[src/rtl/swim_pkg.sv]
// swim_pkg: shared state encoding and SWIM timing/pattern constants.
package swim_pkg;

    typedef enum logic [1:0] {IDLE, SEND, GAP, FIN} state_t;

    localparam int SWIM_DIV_250US = 12000;
    localparam int SWIM_RST_LEN = 36;
    // 500 us low/high pairs, 250 us low/high pairs, then released tail
    localparam logic [35:0] SWIM_RST_PATTERN = 36'h333355FFF;

endpackage

[src/rtl/swim_tick_div.sv]
// swim_tick_div: bit-period counter running 0..DIV-1 with a one-cycle tick at DIV-1.
module swim_tick_div
    import swim_pkg::*;
#(
    parameter int DIV   = SWIM_DIV_250US,
    parameter int DIV_W = 14
) (
    input  logic             clk,
    input  logic             reset,
    input  logic             clear,
    input  logic             en,
    output logic             tick,
    output logic [DIV_W-1:0] count
);

    assign tick = en && count == DIV_W'(DIV - 1);

    always_ff @(posedge clk) begin
        if (!reset || clear)
            count <= '0;
        else if (en)
            count <= tick ? '0 : count + 1'b1;
    end

endmodule

[src/rtl/swim_seq.sv]
// swim_seq: shifts a loaded pattern MSB-first onto an open-drain SWIM line, with repeats, gaps and abort.
// Line sampling into sample_data is built only when SWIM_SEQ_SAMPLE_EN is defined.
module swim_seq
    import swim_pkg::*;
#(
    parameter int PATTERN_W = 36,
    parameter int LEN_W     = 6,
    parameter int DIV       = SWIM_DIV_250US,
    parameter int DIV_W     = 14,
    parameter int REP_W     = 4
) (
    input  logic                 clk,
    input  logic                 reset,
    input  logic                 start_valid,
    output logic                 start_ready,
    input  logic [PATTERN_W-1:0] pattern,
    input  logic [LEN_W-1:0]     length,
    input  logic [REP_W-1:0]     repeats,
    input  logic                 abort,
    output logic                 swim_oe,
    input  logic                 swim_in,
    output logic                 busy,
    output logic                 done,
    output logic [PATTERN_W-1:0] sample_data,
    output logic                 sample_valid
);

    localparam logic [LEN_W-1:0] MAX_LEN = LEN_W'(PATTERN_W);

    state_t               state, state_n;
    logic [PATTERN_W-1:0] pat;
    logic [LEN_W-1:0]     len, idx, idx_n, last;
    logic [REP_W-1:0]     rep, rep_n;
    logic [DIV_W-1:0]     count;
    logic                 oe_n, tick, accept, len_ok;

    assign accept      = start_valid && state == IDLE;
    assign len_ok      = length != '0 && length <= MAX_LEN;
    assign last        = len - 1'b1;
    assign busy        = state != IDLE;
    assign start_ready = state == IDLE;
    assign done        = state == FIN;

    swim_tick_div #(.DIV(DIV), .DIV_W(DIV_W)) u_div (
        .clk   (clk),
        .reset (reset),
        .clear (state == IDLE || state == FIN),
        .en    (state == SEND || state == GAP),
        .tick  (tick),
        .count (count)
    );

    always_comb begin
        state_n = state;
        idx_n   = idx;
        rep_n   = rep;
        oe_n    = swim_oe;
        case (state)
            IDLE: begin
                oe_n = 1'b0;
                if (start_valid) begin
                    state_n = len_ok ? SEND : FIN;
                    idx_n   = length - 1'b1;
                    rep_n   = repeats == '0 ? REP_W'(1) : repeats;
                    oe_n    = len_ok & ~pattern[idx_n];
                end
            end
            SEND: if (tick) begin
                if (idx != '0) begin
                    idx_n = idx - 1'b1;
                    oe_n  = ~pat[idx_n];
                end else begin
                    state_n = rep > REP_W'(1) ? GAP : FIN;
                    rep_n   = rep - 1'b1;
                    oe_n    = 1'b0;
                end
            end
            GAP: if (tick) begin
                state_n = SEND;
                idx_n   = last;
                oe_n    = ~pat[last];
            end
            default: begin
                state_n = IDLE;
                oe_n    = 1'b0;
            end
        endcase
        if (abort && state != IDLE) begin
            state_n = IDLE;
            oe_n    = 1'b0;
        end
    end

    always_ff @(posedge clk) begin
        if (!reset) begin
            state   <= IDLE;
            swim_oe <= 1'b0;
            idx     <= '0;
            rep     <= '0;
            pat     <= '0;
            len     <= '0;
        end else begin
            state   <= state_n;
            swim_oe <= oe_n;
            idx     <= idx_n;
            rep     <= rep_n;
            if (accept) begin
                pat <= pattern;
                len <= length;
            end
        end
    end

`ifdef SWIM_SEQ_SAMPLE_EN
    logic [1:0] sync;

    // swim_in is asynchronous; sample mid-bit once it has crossed the synchroniser
    always_ff @(posedge clk) begin
        if (!reset) begin
            sync        <= '0;
            sample_data <= '0;
        end else begin
            sync <= {sync[0], swim_in};
            if (accept)
                sample_data <= '0;
            else if (state == SEND && count == DIV_W'(DIV / 2))
                sample_data <= {sample_data[PATTERN_W-2:0], sync[1]};
        end
    end

    assign sample_valid = done;
`else
    logic unused_in;
    assign unused_in    = ^{swim_in, count};
    assign sample_data  = '0;
    assign sample_valid = 1'b0;
`endif

endmodule

[config.mk]
export PLATFORM = sky130hd
export DESIGN_NAME = swim_seq
export DESIGN_NICKNAME = d
export VERILOG_FILES = /design/src/rtl/swim_pkg.sv /design/src/rtl/swim_tick_div.sv /design/src/rtl/swim_seq.sv
export SDC_FILE = /design/constraint.sdc
export NUM_CORES = 1
export LEC_CHECK = 0
export ABC_AREA = 1
export ABC_CLOCK_PERIOD_IN_PS = 3300
export CAP_MARGIN = 15
export CORE_AREA = 2 2 130 119
export DETAILED_ROUTE_END_ITERATION = 10
export DIE_AREA = 0 0 132 121
export PLACE_DENSITY = 0.58
export SLEW_MARGIN = 10
export SYNTH_ARGS = -nofsm -noshare
export SYNTH_HDL_FRONTEND = slang
export SYNTH_HIERARCHICAL = 1
export SYNTH_SLANG_ARGS = --single-unit
[constraint.sdc]
create_clock -name clk -period 3.3 [get_ports clk]
set_clock_uncertainty 0.2 [all_clocks]
set_input_delay 0.66 -clock clk [delete_from_list [all_inputs] [get_ports clk]]
set_output_delay 0.66 -clock clk [all_outputs]
set_load 0.005 [all_outputs]
==> run_results.csv, run 1 <==
group,metric,value,unit
outcome,status,"complete, no violations",
pwr,ir_drop,0.000390,V
worst_setup_path,crit_slowest_cell,"dfxtp_1",
placed_design,dp_cells,983,
die,die_h,121,um
global_route,antenna_found_initial,0,
logic_synthesis,synth.avg_cell_area,6.52,um2
global_route,track_usage,0.174,
placed_design,dp.final_hpwl,9.89,mm
timing,rsz0062_at_grt,"no",
cts,h-tree-depth,3,
die,num_rows,42,
detailed_routing,drt_iter0_drc,316,
timing,post-route-min-period,2950,ps
worst_setup_path,critPathRequiredTime,3360,ps
timing,hold_viol_final,0,
timing,tightest_slew,794,ps
min_path,min_path_type,"flip-flop to flip-flop",
final_layout,fin_cells,999,
timing,post-route-period-util,0.894,
die,die-area,16000,um2
timing,slew_viol_final,0,
cts,cts_buffers,9,
final_layout,num_antenna_cells,0,
logic_synthesis,postSynth.asyncResetShare,0,
timing,whs,273,ps
cts,clkSlewWorstSetupHoldPaths,60,ps
die,start_util,0.337,
worst_setup_path,end_kind,"flip-flop",
cts,hold_buffers,0,
timing,timing.fmax,0.339,GHz
flow_run,maxCapViolations,0,
cts,cts_root_buf,"clkbuf_16",
pwr,p_leak,2.52,nW
cts,clk-insertion-delay-late,340,ps
detailed_routing,first_pass_iters,5,
final_layout,multi_input_area,2820,um2
cts,cts_resized,0,
final_layout,regArea,1380,um2
placed_design,gp_congestion,0.879,
worst_setup_path,startpoint_type,"flip-flop",
detailed_routing,via_count,4714,
pwr,powerDensity,788,nW/um2
detailed_routing,route.detailed.drc,0,
final_layout,final.fill_count,1591,
detailed_routing,finalWirelength,13.4,mm
timing,fin_tns_setup,0,ps
global_route,grt_pass1_vias,4321,
final_layout,area_delta_synth_final,17.2,%
logic_synthesis,yosys_warnings,6,
logic_synthesis,synth_cell_type_count,43,
die,die_w,132,um
cts,clockBufferDepth,2,
logic_synthesis,ys_seq_area_frac,0.282,
cts,cts_tree,"yes",
logic_synthesis,syn_area,4900,um2
worst_setup_path,critical_path_class,"flip-flop to flip-flop",
logic_synthesis,synth_cells,751,
detailed_routing,avgViaCountPerCell,4.72,
final_layout,drive_above_1_share,0.0849,
global_route,globalRoute.totalOverflow,0,
placed_design,port_buffers,53,
logic_synthesis,ys_ff_latch,69,
detailed_routing,avgRoutedWirePerCell,13.4,um
global_route,grt_pass1_wl,22.3,mm
worst_setup_path,slowest_delay,400,ps
detailed_routing,ant_nets,0,
cts,post_cts_buffers,0,
global_route,grt_max_degree,73,
worst_setup_path,crit_chain,"inv_1, ha_1, inv_2, nor2_1, nand2_1, nor4_1, buf_4, a21oi_2, nor2_1, nand2_2, nor2_4, inv_2, a21oi_1, o21ai_0, a21oi_1",
worst_setup_path,cp_max_fo,6,
final_layout,fin_util,0.394,
timing,timing.slew.headroom,0.467,
logic_synthesis,synth_flop_cell,"dfxtp_1",
cts,clock_sinks,69,
final_layout,fin_nets,859,
logic_synthesis,synth_edf_count,0,
worst_setup_path,arrival,3010,ps
timing,finalSetupViolCount,0,
die,ios,92,
die,coreArea,14600,um2
## through the flow
stage	cell area (um2)	setup slack (ps)	total power, mW
after detailed placement	5450	321	3.55
final	5740	350	4.52
after floorplan	5030	689	2.93
after global routing	5740	155	4.89
after global placement	5450	336	3.54
after CTS	5740	390	4.54
## cell families after synthesis
group,after synthesis,synth area share
AOI/OAI and AO/OA,160,0.183
xor gates and xnor gates,17,0.0358
other,1,0.000766
and+or+nand+nor,325,0.298
DFF,69,0.282
buffers and inverters,167,0.170
adders and majority gates,12,0.0307
## routing by layer
| layer | global-route usage | wire (um) |
|---|---|---|
| met5 | 0 | 0 |
| met4 | 0.0476 | 158 |
| met3 | 0.0422 | 729 |
| met2 | 0.268 | 5750 |
| met1 | 0.241 | 6760 |
## placed cells by master (no fill, tap or decap), types with 2 or more instances in the layout
cell / instances
inv_1: 87
xnor2_1: 2
nand3_1: 76
clkinv_2: 2
nor2_2: 7
nand2_1: 146
nand4_1: 8
o21ai_0: 63
o211ai_1: 15
conb_1: 37
inv_2: 12
clkbuf_1: 2
dfxtp_1: 69
nand2_4: 2
nor2_1: 63
clkbuf_16: 9
a221oi_1: 4
a21oi_1: 58
a21o_1: 2
nor3_1: 7
o22ai_1: 7
o21ai_2: 2
xor2_1: 13
nor2_4: 2
ha_1: 12
nand2_2: 5
a21oi_2: 2
nand3_2: 3
clkdlybuf4s50_1: 53
buf_4: 12
o21ai_1: 2
a211oi_1: 2
## Yosys cell counts, types with 3 or more instances
cell | number | area, um2
inv_2 | 12 | 45.0
nand3_1 | 76 | 380
nor3_1 | 7 | 35.0
a221oi_1 | 4 | 35.0
o22ai_1 | 7 | 43.8
o211ai_1 | 15 | 113
clkbuf_1 | 15 | 56.3
nor2_1 | 63 | 236
buf_6 | 6 | 67.6
nand2_1 | 147 | 552
nor2_2 | 7 | 43.8
buf_4 | 41 | 308
a21oi_1 | 58 | 290
nand4_1 | 8 | 50.1
nand3_2 | 3 | 30.0
dfxtp_1 | 69 | 1380
xor2_1 | 13 | 114
nand2_2 | 4 | 25.0
inv_1 | 87 | 327
o21ai_0 | 63 | 315
ha_1 | 12 | 150
buf_2 | 5 | 25.0
## worst max-delay path: cells and delay by family (launching register included)
kind            cells  cell delay [ps]
flops               1              400
fa+ha+maj           1              350
buf+inv             4              470
compound gates      4              440
simple gates        6             1010
## registers in the layout, summed over array words and instances, names as in the netlist
register	count
pat	36
u_div/count	14
idx	6
len	6
rep	4
state	2
swim_oe	1
## worst paths after layout
| check | cells past startpoint | start | endpoint | slack [ps] |
|---|---|---|---|---|
| max reg2reg | 15 | state[0] | idx[2] | 350 |
| min | 2 | idx[5] | idx[5] | 270 |
| min reg2reg | 2 | idx[5] | idx[5] | 270 |
| max | 15 | state[0] | idx[2] | 350 |
## layout make-up
cell class                 count  area share
multi-input combinational    551       0.491
sequential                    69       0.241
timing repair buffer          65       0.108
inverter                     100      0.0658
tap                          198      0.0431
clock buffer                  12      0.0429
clock inverter                 4     0.00828
## where the power goes
part           leakage [nW]  switching, mW  internal (mW)
Combinational          1.81           1.60          0.828
Clock                 0.143          0.364          0.603
Sequential            0.568         0.0995           1.03
(Power assumes the default switching activity.)
==> run 2, diff against run 1 <==
CAP_MARGIN = 10   (was 15)
DONT_BUFFER_PORTS = 1   (was unset)
PLACE_DENSITY = 0.49   (was 0.58)
==> run 2 against run 1 <==
  * Count of clock-buffer cells in the layout down 1
  * Die area unchanged
  * Via count down 3.7%
  * Non-clock buffer count down 57
  * Setup slack better by 68 ps
  * Register-to-register slack better by 70 ps
  * Largest cell class unchanged
  * Cell count down 6.0%
  * Routed wire length up 3.2%
  * Global-route usage up 0.49 points
==> run_results.csv, run 2 (synthesis results as in run 1) <==
group,metric,value,unit
timing,tightest_slew,756,ps
cts,cts_buffers,9,
final_layout,biggestRegsByFlops,"pat x36, u_div/count x14",
die,start_util,0.337,
timing,post-route-min-period,2880,ps
placed_design,dp.final_hpwl,9.95,mm
pwr,p_leak,2.30,nW
min_path,min_path_type,"flip-flop to flip-flop",
timing,slew_viol_final,0,
worst_setup_path,critPathRequiredTime,3360,ps
cts,cts_tree,"yes",
worst_setup_path,reg2reg_depth,15,
die,ios,92,
die,die-area,16000,um2
die,num_rows,42,
global_route,grt_max_degree,73,
timing,post-route-period-util,0.873,
final_layout,regArea,1380,um2
timing,finalSetupViolCount,0,
final_layout,drive_above_1_share,0.0850,
detailed_routing,wl_met3,944,um
cts,clock_sinks,69,
flow_run,maxCapViolations,0,
detailed_routing,via_count,4540,
worst_setup_path,startpoint_type,"flip-flop",
timing,fin_tns_setup,0,ps
global_route,antenna_found_initial,0,
detailed_routing,drt_iter0_drc,248,
final_layout,stdcell_area,5170,um2
die,coreArea,14600,um2
final_layout,multi_input_area,2820,um2
final_layout,fin_nets,802,
detailed_routing,dr.max_layer_used,"met4",
pwr,p_total,4.39,mW
detailed_routing,route.detailed.drc,0,
detailed_routing,finalWirelength,13.8,mm
cts,clk-insertion-delay-late,340,ps
global_route,track_usage,0.178,
detailed_routing,avgRoutedWirePerCell,14.7,um
outcome,status,"complete, no violations",
detailed_routing,avgViaCountPerCell,4.83,
worst_setup_path,end_kind,"flip-flop",
placed_design,gp_congestion,0.875,
min_path,hold_depth,2,
pwr,ir_drop,0.000299,V
cts,h-tree-depth,3,
timing,rsz0062_at_grt,"no",
timing,hold_viol_final,0,
global_route,grt_pass1_vias,4374,
detailed_routing,ant_nets,0,
die,die_w,132,um
worst_setup_path,cp_max_fo,6,
final_layout,final_cell_mix,"146 x nand2_1, 87 x inv_1, 76 x nand3_1, 69 x dfxtp_1",
cts,cts_resized,0,
final_layout,top_register,"pat",
timing,timing.slew.headroom,0.493,
cts,clockBufferDepth,2,
final_layout,area_delta_synth_final,5.64,%
placed_design,placed_area,4890,um2
global_route,grt_pass1_wl,22.5,mm
final_layout,final.fill_count,1619,
cts,clkSlewWorstSetupHoldPaths,60,ps
final_layout,largest_reg_flops,36,
final_layout,num_antenna_cells,0,
final_layout,final_common_cell,"nand2_1",
die,die_h,121,um
cts,hold_buffers,0,
worst_setup_path,critical_path_class,"flip-flop to flip-flop",
detailed_routing,first_pass_iters,4,
cts,post_cts_buffers,0,
detailed_routing,wl_met1,6.32,mm
pwr,powerDensity,849,nW/um2
global_route,globalRoute.totalOverflow,0,
worst_setup_path,arrival,2940,ps
placed_design,port_buffers,0,
timing,timing.fmax,0.347,GHz
detailed_routing,wl_met2,6.47,mm
cts,cts_root_buf,"clkbuf_16",
run 2: routing by layer:
| metal | up-vias | global-route usage |
|---|---|---|
| met4 | 0 | 0.0639 |
| met3 | 4 | 0.0434 |
| met2 | 112 | 0.291 |
| li1 | 2344 | - |
| met5 | - | 0 |
| met1 | 2080 | 0.230 |
run 2: final cells by class:
class                   count  area share
inverters                 100      0.0730
multi-input cells         551       0.545
repair buffers              8      0.0116
well taps                 198      0.0479
clock inverters             2     0.00677
flip-flops and latches     69       0.267
clock buffers              11      0.0488
run 2: worst paths after layout:
check                           startpoint      to  slack, ps
worst min register to register      idx[5]  idx[5]        270
worst max-delay path              state[0]  idx[2]        420
worst max register to register    state[0]  idx[2]        420
worst min-delay path                idx[5]  idx[5]        270
run 2: where the power goes:
group          internal [mW]  leakage (nW)  switching, mW
registers               1.03         0.568         0.0989
clock network          0.612         0.143          0.355
logic                  0.741          1.59           1.56
total                   2.38          2.30           2.01
run 2: metrics by stage:
step / std cells / worst slack [ps] / hold slack [ps] / utilization
finish: 939 / 418 / 268 / 0.356
detailed placement: 926 / 494 / 262 / 0.336
global route: 939 / 206 / 265 / 0.356
CTS: 939 / 455 / 252 / 0.356
floorplan: 787 / 689 / 244 / -
global placement: 926 / 475 / 253 / 0.336
run 2: critical path: stages, from the launching register on:
cell,delay (ps)
dfxtp_1,410
inv_1,110
ha_1,340
inv_2,80
nor2_1,190
nand2_1,70
nor4_1,290
buf_4,200
a21oi_2,40
nor2_1,160
nand2_2,110
nor2_4,160
inv_2,90
a21oi_1,110
o21ai_0,90
a21oi_1,130
==> run 3, diff against run 2 <==
GPL_TIMING_DRIVEN = 0   (was unset)
RECOVER_POWER = 25   (was unset)
==> run 3 against run 2 <==
  * Register-to-register slack got worse by 230 ps
  * Cell count increased by 6.6%
  * Setup slack got worse by 230 ps
  * Count of clock-buffer cells in the layout increased by 2
==> run_results.csv, run 3 (synthesis results as in run 1) <==
group,metric,value,unit
detailed_routing,avgRoutedWirePerCell,16.1,um
worst_setup_path,arrival,3190,ps
pwr,powerDensity,825,nW/um2
final_layout,final_common_cell,"nand2_1",
placed_design,gp_congestion,0.933,
pwr,power_switching,2.21,mW
pwr,clock_power_share,0.205,
min_path,hold_depth,2,
min_path,holdPathEnd,"pat[25]",
detailed_routing,first_pass_iters,7,
global_route,grt_max_degree,12,
timing,tightest_slew,1060,ps
final_layout,final.fill_count,1568,
pwr,p_seq_frac,0.246,
worst_setup_path,reg2reg_depth,15,
detailed_routing,ant_nets,0,
global_route,grt_pass1_vias,4611,
final_layout,drive_above_1_share,0.133,
cts,h-tree-depth,3,
final_layout,biggestRegsByFlops,"pat x36, u_div/count x14",
detailed_routing,drt_iter0_drc,363,
cts,post_cts_buffers,0,
cts,clockBufferDepth,2,
global_route,antenna_found_initial,0,
cts,cts_tree,"yes",
timing,fin_tns_setup,0,ps
timing,rsz0062_at_grt,"no",
detailed_routing,via_count,4911,
timing,timing.fmax,0.322,GHz
cts,clock_sinks,69,
detailed_routing,finalWirelength,16.1,mm
flow_run,maxCapViolations,0,
global_route,grt_pass1_wl,24.8,mm
die,start_util,0.337,
pwr,p_int,2.39,mW
final_layout,fin_util,0.383,
worst_setup_path,startpoint_type,"flip-flop",
outcome,status,"complete, no violations",
final_layout,final_cell_mix,"147 x nand2_1, 88 x inv_1, 76 x nand3_1, 69 x dfxtp_1, 65 x o21ai_0",
die,die-area,16000,um2
timing,post-route-min-period,3110,ps
detailed_routing,avgViaCountPerCell,4.91,
detailed_routing,route.detailed.drc,0,
timing,post-route-period-util,0.942,
timing,whs,280,ps
placed_design,port_buffers,0,
worst_setup_path,critPathRequiredTime,3380,ps
die,num_rows,42,
worst_setup_path,reg2reg_to,"idx[2]",
global_route,globalRoute.totalOverflow,0,
worst_setup_path,critical_path_class,"flip-flop to flip-flop",
global_route,track_usage,0.202,
min_path,min-delay-start,"pat[25]",
cts,clk-insertion-delay-late,350,ps
worst_setup_path,end_kind,"flip-flop",
pwr,p_total,4.59,mW
placed_design,placed_area,5280,um2
cts,cts_root_buf,"clkbuf_16",
final_layout,fin_nets,861,
die,die_h,121,um
die,die_w,132,um
cts,cts_buffers,9,
pwr,pwr-share-comb,0.550,
final_layout,area_delta_synth_final,13.7,%
final_layout,top_register,"pat",
placed_design,dp.final_hpwl,12.0,mm
pwr,swShare,0.480,
worst_setup_path,cp_max_fo,8,
worst_setup_path,reg2reg_from,"state[0]",
cts,clkSlewWorstSetupHoldPaths,60,ps
pwr,p_leak,2.55,nW
final_layout,stdcell_area,5570,um2
timing,timing.slew.headroom,0.290,
pwr,ir_drop,0.000408,V
die,ios,92,
worst_setup_path,r2r_setup_slack,190,ps
min_path,min_path_type,"flip-flop to flip-flop",
timing,finalSetupViolCount,0,
final_layout,num_antenna_cells,0,
timing,hold_viol_final,0,
timing,slew_viol_final,0,
die,coreArea,14600,um2
final_layout,largest_reg_flops,36,
-- run 3: cell count changes in the layout (fill, tap and decap cells not counted), moves of 5 or more --
cell      before  now
buf_2          0    5
buf_4          8   41
buf_6          0    6
clkbuf_1       0   17
-- run 3: cell type report --
type,count,area (um2),area share
inverter,100,378,0.0679
clock buffer,13,260,0.0467
multi-input combinational,551,2820,0.507
tap,198,248,0.0445
clock inverter,3,20.0,0.00360
sequential,69,1380,0.248
buffer,67,457,0.0820
-- run 3: worst max path at each step --
stage               depth (start not counted)       to       from  slack (ps)
CTS                                        15   idx[2]   state[0]         150
finish                                     15   idx[2]   state[0]         190
floorplan                                  15   idx[2]   state[0]         690
global placement                           13  swim_oe  length[0]           6
global route                               15   idx[2]   state[0]          20
detailed placement                         15   idx[2]   state[0]         -20
-- run 3: power groups by stage --
stage / clock network, mW / logic, mW / registers (mW)
2_1_floorplan: 0 / 1.82 / 1.12
3_3_place_gp: 0 / 2.46 / 1.14
3_5_place_dp: 0 / 2.47 / 1.14
4_1_cts: 0.962 / 2.49 / 1.13
5_1_grt: 0.994 / 2.77 / 1.15
6_report: 0.941 / 2.52 / 1.13
-- run 3: layer usage --
| layer | vias up | global-route usage | share of wire |
|---|---|---|---|
| met3 | 35 | 0.0493 | 0.067 |
| li1 | 2467 | - | - |
| met2 | 180 | 0.316 | 0.44 |
| met1 | 2229 | 0.262 | 0.45 |
| met4 | 0 | 0.0978 | 0.036 |
| met5 | - | 0 | 0 |
-- run 3: timing repair --
item	CTS	global route
gates resized for setup	1	0
setup endpoints to repair	1	0
hold buffers	0	0
endpoints found under the hold margin	0	0
-- run 3: worst max-delay path: stages (launching register included) --
cell and delay (ps):
dfxtp_1 410, inv_1 100, ha_1 490, buf_6 200, inv_2 70, nor2_1 200
nand2_1 90, nor4_2 310, a21oi_2 90, nor2_1 160, nand2_2 110, nor2_4 180
inv_2 100, a21oi_1 110, o21ai_0 100, a21oi_1 120
-- run 3: metrics by stage --
stage / setup slack [ps] / instances
after floorplan: 689 / 787
after global placement: 6.02 / 985
after detailed placement: -15.4 / 985
after CTS: 154 / 1001
after global routing: 20.0 / 1001
final: 190 / 1001
